<file path="src/rtl/adc_controller_rx.sv">
// adc_controller_rx: I2S receive master that generates mclk/sclk/lrck and deserializes the ADC
// data line into left/right samples. Define ADC_LEFT_JUSTIFIED_EN to select left-justified slot mapping.
module adc_controller_rx #(
    parameter int DATA_W      = 24,
    parameter int SCLK_HALF   = 2,
    parameter int BITS_PER_CH = 32
) (
    input  logic              clk,
    input  logic              rst,
    output logic              mclk_adc,
    output logic              sclk_adc,
    output logic              lrck_adc,
    input  logic              sdata_adc,
    output logic [DATA_W-1:0] data_adc_chL,
    output logic [DATA_W-1:0] data_adc_chR,
    output logic              data_valid
);

    typedef enum logic {
        S_LEFT  = 1'b0,
        S_RIGHT = 1'b1
    } state_t;

    localparam int DIV_W = (2 * SCLK_HALF > 1) ? $clog2(2 * SCLK_HALF) : 1;
    localparam int BIT_W = $clog2(BITS_PER_CH);
    localparam logic [DIV_W-1:0] DIV_LAST = DIV_W'(2 * SCLK_HALF - 1);
    localparam logic [DIV_W-1:0] DIV_RISE = DIV_W'(SCLK_HALF - 1);
    localparam logic [BIT_W-1:0] BIT_LAST = BIT_W'(BITS_PER_CH - 1);
`ifdef ADC_LEFT_JUSTIFIED_EN
    localparam logic [BIT_W-1:0] LAST_K = BIT_W'(DATA_W - 1);
`else
    localparam logic [BIT_W-1:0] LAST_K = BIT_W'(DATA_W);
`endif

    state_t              state;
    state_t              state_next;
    logic [DIV_W-1:0]    div_cnt;
    logic [BIT_W-1:0]    bit_cnt;
    logic [DATA_W-1:0]   shift_reg;
    logic [DATA_W-1:0]   hold_l;
    logic [DATA_W-1:0]   word;
    logic                xfer_pend;
    logic                sample_pt;
    logic                fall_pt;
    logic                in_window;
    logic                load_l;
    logic                load_r;

    // sample_pt is the clk edge on which sclk rises; fall_pt is the edge on which it falls.
    assign sample_pt = (div_cnt == DIV_RISE);
    assign fall_pt   = (div_cnt == DIV_LAST);
    assign word      = {shift_reg[DATA_W-2:0], sdata_adc};
    assign lrck_adc  = (state == S_RIGHT);

`ifdef ADC_LEFT_JUSTIFIED_EN
    assign in_window = (bit_cnt <= LAST_K);
`else
    assign in_window = (bit_cnt != '0) && (bit_cnt <= LAST_K);
`endif

    always_comb begin
        state_next = state;
        load_l     = 1'b0;
        load_r     = 1'b0;
        if (fall_pt && (bit_cnt == BIT_LAST)) begin
            state_next = (state == S_LEFT) ? S_RIGHT : S_LEFT;
        end
        if (sample_pt && (bit_cnt == LAST_K)) begin
            if (state == S_LEFT) load_l = 1'b1;
            else                 load_r = 1'b1;
        end
    end

    always_ff @(posedge clk or negedge rst) begin
        if (!rst) begin
            state    <= S_LEFT;
            div_cnt  <= '0;
            bit_cnt  <= '0;
            mclk_adc <= 1'b0;
            sclk_adc <= 1'b0;
        end else begin
            state    <= state_next;
            mclk_adc <= ~mclk_adc;
            div_cnt  <= fall_pt ? '0 : div_cnt + 1'b1;
            if (sample_pt)    sclk_adc <= 1'b1;
            else if (fall_pt) sclk_adc <= 1'b0;
            if (fall_pt) bit_cnt <= (bit_cnt == BIT_LAST) ? '0 : bit_cnt + 1'b1;
        end
    end

    // data_valid is a one-clk strobe with no ready: the pair on data_adc_chL/R is
    // valid in that cycle and holds until the next strobe overwrites it.
    always_ff @(posedge clk or negedge rst) begin
        if (!rst) begin
            shift_reg    <= '0;
            hold_l       <= '0;
            xfer_pend    <= 1'b0;
            data_adc_chL <= '0;
            data_adc_chR <= '0;
            data_valid   <= 1'b0;
        end else begin
            if (sample_pt && in_window) shift_reg <= word;
            if (load_l) hold_l <= word;
            xfer_pend  <= load_r;
            data_valid <= xfer_pend;
            if (xfer_pend) begin
                data_adc_chL <= hold_l;
                data_adc_chR <= shift_reg;
            end
        end
    end

endmodule

</file>
<file path="config.mk">
export PLATFORM = sky130hd
export DESIGN_NAME = adc_controller_rx
export DESIGN_NICKNAME = d
export VERILOG_FILES = /design/src/rtl/adc_controller_rx.sv
export SDC_FILE = /design/constraint.sdc
export NUM_CORES = 1
export LEC_CHECK = 0
export ABC_CLOCK_PERIOD_IN_PS = 4630
export CORE_MARGIN = 5
export CORE_UTILIZATION = 45
export DETAILED_ROUTE_END_ITERATION = 6
export PLACE_DENSITY = 0.67
export REMOVE_ABC_BUFFERS = 1
export SETUP_SLACK_MARGIN = 0.1
export SKIP_LAST_GASP = 1
export SLEW_MARGIN = 20
export SYNTH_ARGS = -nofsm -noshare
export SYNTH_HDL_FRONTEND = slang
export SYNTH_SLANG_ARGS = --single-unit
</file>
<file path="constraint.sdc">
create_clock -name clk -period 4.63 [get_ports clk]
set_input_delay 0.6945 -clock clk [delete_from_list [all_inputs] [get_ports clk]]
set_output_delay 0.6945 -clock clk [all_outputs]
set_load 0.005 [all_outputs]
</file>
==> qor.txt <==
met3 wire length - 252 um
EDFF count, synth - 0
leading cell type in the layout, fill and taps excluded - dfrtp_1
chip width - 107 um
TritonCTS Sinks - 108
Hold-fix buffers, CTS - 0
Slew @ Worst Pin - 1040 ps
Slew HR - 0.300
max_cap viols - 0
Hold WC Path Type - in -> async
Fillers - 776
core box area - 0.00920 mm^2
required time worst endpoint - 4890 ps
GR Overflow Total - 0
ANT nets after route - 0
Mapped Area - 0.00422 mm^2
TritonRoute pass-1 iters - 4
DRT iter0 DRCs - 79
status - completed
Initial Util - 0.459
met2 WL - 3140 um
Hold Slack - 345 ps
met1 WL - 3250 um
clock skew - 11.5 ps
later-pin clock latency in the skew report - 360 ps
CP Data Arrival Time - 2480 ps
final setup vio count - 0
first-pass GRT wire length - 11,900 um
Die H - 107 um
critical path type - reg -> reg
Final Max Slew Viols - 0
CTS Root Buffer Type - clkbuf_8
YS warnings - 0
H-tree depth - 3
Tot GR Track Use - 0.130
sequential fraction of the synthesis area - 0.641
Reg clk slew, reported paths - 110 ps
largest net degree at the start of global routing - 82
Final period util - 0.480
Worst setup SP type - flip-flop
leakage power figure - 2.42 nW
Core Rows - 35
multi-input logic area - 0.00140 mm^2
Top Layer Used - met4
RePlAce Congestion - 0.724
post-route DRC violation count - 0
CTS Buf Count - 9
IO Count - 55
Sequential cell area - 0.00271 mm^2
Die Footprint - 0.0114 mm^2
hpwl dp - 4220 um
Yosys cell types - 26
number of synthesized register bits - 108
WL/cell - 16.0 um
vias post-DR - 2,170
PostCTS Resize Cnt - 0
Worst Setup End Kind - flip-flop
fin nets - 315
Post-synth top flop - dfrtp_1
DRT Wirelength - 6760 um
Synth Instances - 251
Peak VDD IR - 0.194 mV
RSZ-0062 raised after global routing - false
DR vias/cell - 5.13
Layout area overhead - 19.3%
share of layout cells above drive strength 1 - 0.381
CP Max Fanout - 24
vias in the first global route - 2,379
I/O Buffers - 54
CTS tree - done
Tmin final - 2220 ps
setup TNS - 0 ps
# diodes - 0
final hold vios - 0
asr flop ratio synth - 1.00
most frequent cells in the layout - dfrtp_1 (107), mux2_2 (77), clkdlybuf4s50_1 (53)
CTS max path bufs - 2
syn avg cell area - 16.8 um^2
Power Total - 0.00157 W
Fmax - 450 MHz
Pwr Density - 313 mW/mm^2
initial antenna violation count - 0
Post-CTS Setup Bufs - 0
-- kinds of logic after synthesis --
logic type | after synthesis | synth area share
AO/OA/AOI/OAI | 8 | 0.0148
XOR/XNOR | 1 | 0.00208
adder cells (fa/ha/maj) | 5 | 0.0148
buffers and inverters | 17 | 0.0270
flip-flops | 108 | 0.641
multiplexers | 98 | 0.279
AND/OR/NAND/NOR | 14 | 0.0211
-- worst paths after layout --
path	startpoint	end	slack [ps]	cells past startpoint
min reg2reg	mclk_adc	mclk_adc	420	1
max	bit_cnt[0]	shift_reg[1]	2410	5
min	rst	data_adc_chR[22]	350	1
max reg2reg	bit_cnt[0]	shift_reg[1]	2410	5
min in group clk	mclk_adc	mclk_adc	420	1
max in group asynchronous	rst	shift_reg[19]	3430	2
-- power breakdown --
group / internal, W / switching, W
clock: 0.000258 / 0.000334
combinational: 0.00000884 / 0.0000188
sequential: 0.000948 / 0.00000620
-- through the flow --
step                      setup slack [ps]  std cells   util  area (um^2)
after floorplan                       2610        240      -         4130
after global placement                2450        407  0.524         4820
after detailed placement              2390        407  0.524         4820
after CTS                             2400        423  0.546         5020
after global routing                  2280        423  0.547         5030
final                                 2410        423  0.547         5030
-- critical path, cell delays in order (launching register included) --
cell,delay (ps)
dfrtp_1,400
inv_1,90
ha_1,210
and2b_1,180
o211ai_4,810
mux2_2,410
-- per-layer routing --
layer | up-vias | track usage
met5 | - | 0
met4 | 0 | 0.0575
met3 | 9 | 0.0283
met2 | 40 | 0.201
met1 | 1131 | 0.177
li1 | 990 | -
-- synth_stat cells, types with 3 or more instances --
cell type	number	area share
dfrtp_1	108	0.64
mux2_2	77	0.21
mux2_4	20	0.071
inv_1	6	0.0053
ha_1	5	0.015
nand2_1	4	0.0036
o21ai_0	4	0.0047
clkbuf_1	3	0.0027
-- layout make-up --
class,count,area share
repair buffers,56,0.111
inverters,6,0.00448
clock inverters,7,0.0164
flip-flops and latches,108,0.538
multi-input cells,126,0.278
well taps,111,0.0276
clock buffers,9,0.0246
Power figures use the tool's default switching activity.
